<file path="config.mk">
export PLATFORM = sky130hd
export DESIGN_NAME = uart_tx_arbiter
export DESIGN_NICKNAME = d
export VERILOG_FILES = /design/src/rtl/uart_tx_arbiter.sv
export SDC_FILE = /design/constraint.sdc
export NUM_CORES = 1
export LEC_CHECK = 0
export BUFFER_PORTS_ARGS = -buffer_cell sky130_fd_sc_hd__buf_2
export CORE_UTILIZATION = 45
export DETAILED_ROUTE_END_ITERATION = 10
export GPL_TIMING_DRIVEN = 0
export MAX_ROUTING_LAYER = met4
export PLACE_DENSITY_LB_ADDON = 0.25
export SLEW_MARGIN = 10
export SYNTH_ARGS = -nofsm -noshare
export SYNTH_HDL_FRONTEND = slang
export SYNTH_SLANG_ARGS = --single-unit
</file>
<file path="constraint.sdc">
create_clock -name I_CLK -period 12.1 [get_ports I_CLK]
set_clock_uncertainty 0.2 [all_clocks]
set_input_delay 1.815 -clock I_CLK [delete_from_list [all_inputs] [get_ports I_CLK]]
set_output_delay 1.815 -clock I_CLK [all_outputs]
set_load 0.01 [all_outputs]
</file>
<file path="src/rtl/uart_tx_arbiter.sv">
// rtl/uart_tx_arbiter.sv - round-robin arbiter sharing one uart_tx byte transmitter among N_REQ requesters
// Optional WAIT watchdog abort enabled by defining UART_ARB_TIMEOUT_EN.
module uart_tx_arbiter #(
  parameter int N_REQ       = 4,
  parameter int TIMEOUT_CYC = 65535
) (
  input  logic               I_CLK,
  input  logic               I_RSTF,
  input  logic [N_REQ-1:0]   I_REQ,
  input  logic [8*N_REQ-1:0] I_DATA,
  output logic [N_REQ-1:0]   O_GNT,
  output logic               O_TX_START,
  output logic [7:0]         O_TX_DATA,
  input  logic               I_TX_DONE,
  output logic               O_BUSY,
  output logic [3:0]         O_OWNER,
  output logic               O_TIMEOUT
);

  typedef enum logic {IDLE, WAIT} state_t;

  state_t           state;
  logic [3:0]       ptr;
  logic [15:0]      req_pad;
  logic [7:0]       data_arr [16];
  logic [3:0]       win;
  logic             found;
  logic [4:0]       idx;
  logic [N_REQ-1:0] win_onehot;
  logic             done_ok;
  logic             wd_hit;

  assign req_pad = 16'(I_REQ);

  for (genvar g = 0; g < 16; g++) begin : g_data
    if (g < N_REQ) begin : g_used
      assign data_arr[g] = I_DATA[8*g +: 8];
    end else begin : g_pad
      assign data_arr[g] = 8'h00;
    end
  end

  // Scan ptr+1, ptr+2, ... (mod N_REQ); the first set request wins.
  always_comb begin
    win   = ptr;
    found = 1'b0;
    idx   = '0;
    for (int k = 0; k < N_REQ; k++) begin
      idx = 5'(ptr) + 5'd1 + 5'(k);
      if (idx >= 5'(N_REQ)) idx = idx - 5'(N_REQ);
      if (!found && req_pad[idx[3:0]]) begin
        found = 1'b1;
        win   = idx[3:0];
      end
    end
  end

  always_comb begin
    win_onehot = '0;
    for (int j = 0; j < N_REQ; j++) win_onehot[j] = (win == 4'(j));
  end

  // A done seen while START is still high belongs to a previous transfer.
  assign done_ok = I_TX_DONE && !O_TX_START;

`ifdef UART_ARB_TIMEOUT_EN
  logic [15:0] wd_cnt;

  assign wd_hit = (wd_cnt == 16'(TIMEOUT_CYC - 1));

  always_ff @(posedge I_CLK or negedge I_RSTF) begin
    if (!I_RSTF) begin
      wd_cnt <= '0;
    end else if (state == IDLE) begin
      wd_cnt <= '0;
    end else if (!wd_hit) begin
      wd_cnt <= wd_cnt + 16'd1;
    end
  end
`else
  assign wd_hit = 1'b0;
`endif

  always_ff @(posedge I_CLK or negedge I_RSTF) begin
    if (!I_RSTF) begin
      state      <= IDLE;
      ptr        <= 4'(N_REQ - 1);
      O_GNT      <= '0;
      O_TX_START <= 1'b0;
      O_TX_DATA  <= 8'h00;
      O_BUSY     <= 1'b0;
      O_OWNER    <= 4'd0;
      O_TIMEOUT  <= 1'b0;
    end else begin
      O_GNT      <= '0;
      O_TX_START <= 1'b0;
      O_TIMEOUT  <= 1'b0;
      case (state)
        IDLE: begin
          if (found) begin
            O_TX_DATA  <= data_arr[win];
            O_GNT      <= win_onehot;
            O_TX_START <= 1'b1;
            O_OWNER    <= win;
            ptr        <= win;
            O_BUSY     <= 1'b1;
            state      <= WAIT;
          end
        end
        WAIT: begin
          if (done_ok) begin
            state  <= IDLE;
            O_BUSY <= 1'b0;
          end else if (wd_hit) begin
            state     <= IDLE;
            O_BUSY    <= 1'b0;
            O_TIMEOUT <= 1'b1;
          end
        end
        default: state <= IDLE;
      endcase
    end
  end

endmodule

</file>
== Word-level counts from Yosys, hierarchy flattened ==
Cells that the tools add are included.
Storage, ports and cells
  bits in latches: 0
  bits in read-only memories: 0
  bits in registers: 23
  memory bits (writable): 0
  input bits: 39
  memories kept: 0
  logic and storage cells: 74
Cells by class
  eq/ne operators: 5
  $add $sub $neg: 8
  muxes and demuxes: 32
  divide/modulo/power cells: 0
  bitwise logic cells: 2
  $mul: 0
  magnitude comparators: 9
  shift operators: 0
  reduce and logical (&&, ||, !) cells: 11
Operator list (number)
  $mux W4: 10
  $bmux W8 S4: 1
  $ge A5 B3 Y1 const B: 4
  $lt A4 B5 Y1 const B: 4
  $bmux W1 S4: 4
  $mux W8: 2
  $sub A4 B3 Y4 const B: 4
  $mux W1: 13
  $add A5 B2 Y5 const B: 2
  $eq A4 B2 Y1 const B: 2
  $add A4 B1 Y5 const B: 1
  $add A5 B1 Y5 const B: 1
  $ge A5 B5 Y1 const B: 1
  $not A4 Y5: 1
  $eq A4 B1 Y1 const B: 1
  $logic_and A1 B1 Y1: 4
  $logic_not A1 Y1: 4
  $logic_not A4 Y1: 1
  $pmux W1 S2: 2
  $reduce_and A2 Y1: 2
  $ne A2 B1 Y1 const B: 1
  $ne A2 B2 Y1 const B: 1
  $not A1 Y1: 1

== Longest topological paths before layout ==
  depth in word-level cells: 19
  mapped depth: 23
  depth with buffers taken out: 15

== Worst setup path after synthesis ==
OpenSTA, ideal clock, no wires.
  kind: reg-to-reg
  from: register ptr[0]
  to: register O_TX_DATA[1]
  setup slack: 7.269 ns
  data arrival time: 4.493 ns
  stages on the path, launching flop included: 23
  library setup time: 0.139 ns
  path buffers: 7
  cell sequence: dfstp_2 -> buf_6 -> buf_4 -> inv_1 -> clkbuf_1 -> clkbuf_1 -> buf_1 -> ha_1 -> ha_1 -> nor2b_1 -> o21a_1 -> or2_2 -> ha_1 -> inv_1 -> and2_4 -> a31oi_4 -> buf_2 -> buf_2 -> o211ai_1 -> o2111ai_1 -> or3_1 -> nor3_1 -> a211oi_1
On the way
  cells in the longest elaborated chain, start to end: 19
Ends and longest elaborated chain
  start: declaration: line 23  | logic [3:0] ptr;
  start signal: assignment: line 87  | ptr <= 4'(N_REQ - 1);
  start signal: assignment: line 105  | ptr <= win;
  branches (longest 19 deep; another with $add A4 B1 Y5)
  end signal: assignment: line 101  | O_TX_DATA <= data_arr[win];
  end: declaration: line 13  | output logic [7:0] O_TX_DATA,
Several ways; the timed one is not identified. The select of a mux whose other input is x is not followed.
A chain may end at the register's enable or synchronous reset.

== Worst setup path in the final report ==
  from: register ptr[0]
  to: register O_TX_DATA[3]
Same word-level chain as after synthesis.

==> run summary <==
TIMING
--------------------------------------------------------------------------------------
Final-report max-slew violation count                                                0
Period utilization                                                              51.70%
Count of endpoints failing hold in the final timing report                           0
Fmax                                                                        0.1599 GHz
Fin worst setup slack                                                          5844 ps
Final number of setup-violating endpoints                                            0
Worst slew margin                                                               46.74%
Setup Total Neg Slack                                                             0 ps
Worst hold slack across all endpoints                                         288.8 ps
Clock period minus worst slack                                                 6256 ps
Slew at the pin closest to its max-slew limit                                 778.7 ps
Setup repair after global routing missed its margin                                 no

CLOCK TREE
--------------------------------------------------------------------------------------
H-tree depth reported by CTS                                                         1
CTS buffer count                                                                     3
Cts repair resizes                                                                   0
CTS Root Buffer Type                                                          clkbuf_8
Later-pin clock latency in the skew report                                      250 ps
CTS tree                                                                          done
Number of sinks handled by clock tree synthesis                                     21
Post-CTS Repair Setup Buffers                                                        0
Hold buffer count at CTS                                                             0
Maximum number of buffers from clock root to sink                                    2
Clk pin slew, worst setup/hold paths                                             70 ps

FLOORPLAN
--------------------------------------------------------------------------------------
I/O pin count                                                                       58
Core Region                                                               0.006794 mm^2
Cell Rows                                                                           30
Height of the die                                                             85.87 um
Die Area                                                                  0.007374 mm^2
Die width                                                                     85.87 um
Effective utilization at floorplan                                              46.59%

LAYOUT
--------------------------------------------------------------------------------------
Filler Cells Inserted                                                              666
Most used cells in the layout excluding fill and tap cells                buf_2, nor2_1, nand2_1, and3_1, clkbuf_1
Ant. Diodes                                                                          0
Layout cells sized above 1                                                      25.17%
Final design instance area without fill                                   0.003611 mm^2
Post-layout net count                                                              501
Layout Cells excl Fill                                                             545
Signed area change from the synthesized netlist to the final layout             14.07%
Most frequent standard cell in the layout excluding fill and tap cells           buf_2

ROUTING
--------------------------------------------------------------------------------------
# DRC                                                                                0
Number of optimization iterations in the first detailed-route pass                   5
Average via count per standard cell                                              6.644
Routed len/inst                                                               18.38 um
Starting DRT DRC Count                                                             361
Via count                                                                         3621
Detail Route Antenna Nets                                                            0
Aggregate routed wire length                                                  10.02 mm

PLACEMENT
--------------------------------------------------------------------------------------
# placed instances                                                                 541
Post-placement setup slack                                                     6077 ps
Placer's final routability congestion estimate                                   1.005
Port-buffer cells                                                                   56
HPWL after detailed placement                                                 7.335 mm
Instance area after placement                                             0.003566 mm^2

YOSYS
--------------------------------------------------------------------------------------
Yosys warns                                                                          0
Number of instances in the synthesized netlist                                     389
Top FF cell, synth                                                             dfrtp_1
Sequential-to-total area share from yosys stat                                  16.68%
Post-synthesis instance area                                              0.003166 mm^2
Number of storage elements in the synthesis netlist                                 21
Number of nets in the synthesized netlist                                          440
Number of enable-type register cells in the synthesized netlist                      0
Share of synthesized registers carrying an async set or reset                   100.0%
Number of distinct standard cells referenced by the synthesized netlist             69
Avg Cell Area, Syn                                                          8.138 um^2

SETUP PATH
--------------------------------------------------------------------------------------
Endpoint required time on the critical path                                   12010 ps
Data arrival time at the worst-slack endpoint                                  6160 ps
CP Max Fanout                                                                       12
Worst Setup Start Kind                                                       flip-flop
Type of the setup path with the least slack                               flip-flop to flip-flop
Crit end category                                                            flip-flop

POWER AND IR DROP
--------------------------------------------------------------------------------------
PD cells                                                                  39.60 mW/mm^2
Maximum resistive drop on vdd                                             0.00004442 V
Leakage Power                                                                 1.485 nW

GLOBAL ROUTE
--------------------------------------------------------------------------------------
Largest net degree at the start of global routing                                   22
Antenna violations before repair                                                     0
Remaining global-route overflow                                                      0
First-pass GRT wire length                                                    16.34 mm
Via count of the first global-routing pass                                        3259
GRT Resource Usage Total                                                        28.03%

RUN
--------------------------------------------------------------------------------------
Number of max-capacitance violations reported                                        0

OUTCOME
--------------------------------------------------------------------------------------
Result of the run                                                         finished, final reports clean

MIN PATH
--------------------------------------------------------------------------------------
Min-delay worst type                                                      flip-flop to flip-flop

-- metal layers --
layer	global-route usage, %	wire length, um	vias to the layer above
met2	42.35	4660	189
met4	8.636	167	0
met1	39.75	4463	1715
met5	-	0	-
met3	2.214	724	17
li1	-	-	1700
-- registers in the layout (all words and copies together) (netlist names) --
signal	count
O_TX_DATA	8
O_GNT	4
O_OWNER	4
ptr	2
O_BUSY	1
O_TX_START	1
state	1
-- cells by family after synthesis --
| kind of cell | synth area share [%] |
|---|---|
| compound gates | 36.72 |
| xor+xnor | 2.925 |
| fa+ha+maj | 4.743 |
| buf+inv | 9.921 |
| flops | 16.68 |
| mux | 6.087 |
| other cells | 0.1185 |
| simple gates | 22.81 |
-- cells in the mapped netlist, types with 2 or more instances --
cell type   n  share of area [%]
or4_1      16                3.8
or3_1       8                1.6
inv_1      10                1.2
a32oi_1     2               0.55
buf_4       7                1.7
o2111ai_1  16                4.4
buf_6       7                2.5
buf_2      11                1.7
a221oi_1   16                4.4
a311oi_1   16                4.4
xnor2_1     6                1.7
o211ai_1   16                3.8
clkbuf_1   21                2.5
mux2i_1     3               0.95
a31oi_1    18                3.6
and2_1      2               0.40
nor3_1     12                1.9
dfrtp_1    19                 15
mux2_2      8                2.8
nor2_1     30                3.6
a211oi_1   10                2.4
a21oi_1     4               0.63
mux4_2      2                1.4
nor2b_1     2               0.40
o21ai_0     4               0.63
nand3_1     4               0.63
nand2_1    26                3.1
a32o_1      8                2.5
nand2b_1    3               0.59
a2111oi_0   6                1.7
ha_1       12                4.7
a2111oi_1   2               0.63
dfstp_2     2                1.7
a22o_1      2               0.55
and3_1     23                4.5
mux2i_2     2               0.87
-- layout make-up --
cell class | instances | area [um^2] | area share (%)
multi-input combinational | 309 | 2323 | 64.35
sequential | 21 | 528.0 | 14.62
timing repair buffer | 56 | 280.3 | 7.762
buffer | 47 | 269.0 | 7.450
tap | 96 | 120.1 | 3.326
clock buffer | 4 | 45.04 | 1.247
inverter | 12 | 45.04 | 1.247
-- through the flow --
step,util (%),power (mW)
4_1_cts,53.15,0.1428
2_1_floorplan,-,0.08434
3_5_place_dp,52.49,0.09852
3_3_place_gp,52.49,0.09768
5_1_grt,53.15,0.1491
6_report,53.15,0.1430
-- final timing paths --
kind,start,to,slack [ps],cells past startpoint
worst min register to register,O_OWNER[0],O_OWNER[0],290,2
min in group asynchronous,I_RSTF,O_GNT[2],1300,1
worst max register to register,ptr[0],O_TX_DATA[3],5840,20
max in group asynchronous,I_RSTF,ptr[1],10060,1
worst max-delay path,ptr[0],O_TX_DATA[3],5840,20
worst min-delay path,O_OWNER[0],O_OWNER[0],290,2
-- worst max-delay path, stage by stage (launching register included) --
cell and delay [ps]:
dfstp_2 390, buf_6 130, buf_4 170, inv_1 70, clkbuf_1 400, clkbuf_1 460
buf_1 590, ha_1 400, ha_1 290, nor2b_1 160, o21a_1 200, or2_2 300
ha_1 270, inv_1 50, and2_4 160, o31ai_4 350, or2_1 230, nor2_1 160
a32o_1 240, a2111oi_0 710, a211oi_1 170
-- report_power, final --
| part | leakage, nW | switching, mW | internal [mW] |
|---|---|---|---|
| Clock | 0.0228 | 0.0219 | 0.0234 |
| Sequential | 0.280 | 0.000162 | 0.0705 |
| Combinational | 1.18 | 0.0156 | 0.0114 |
| Total | 1.49 | 0.0376 | 0.105 |
No activity file was read; power rests on OpenSTA's default activity.
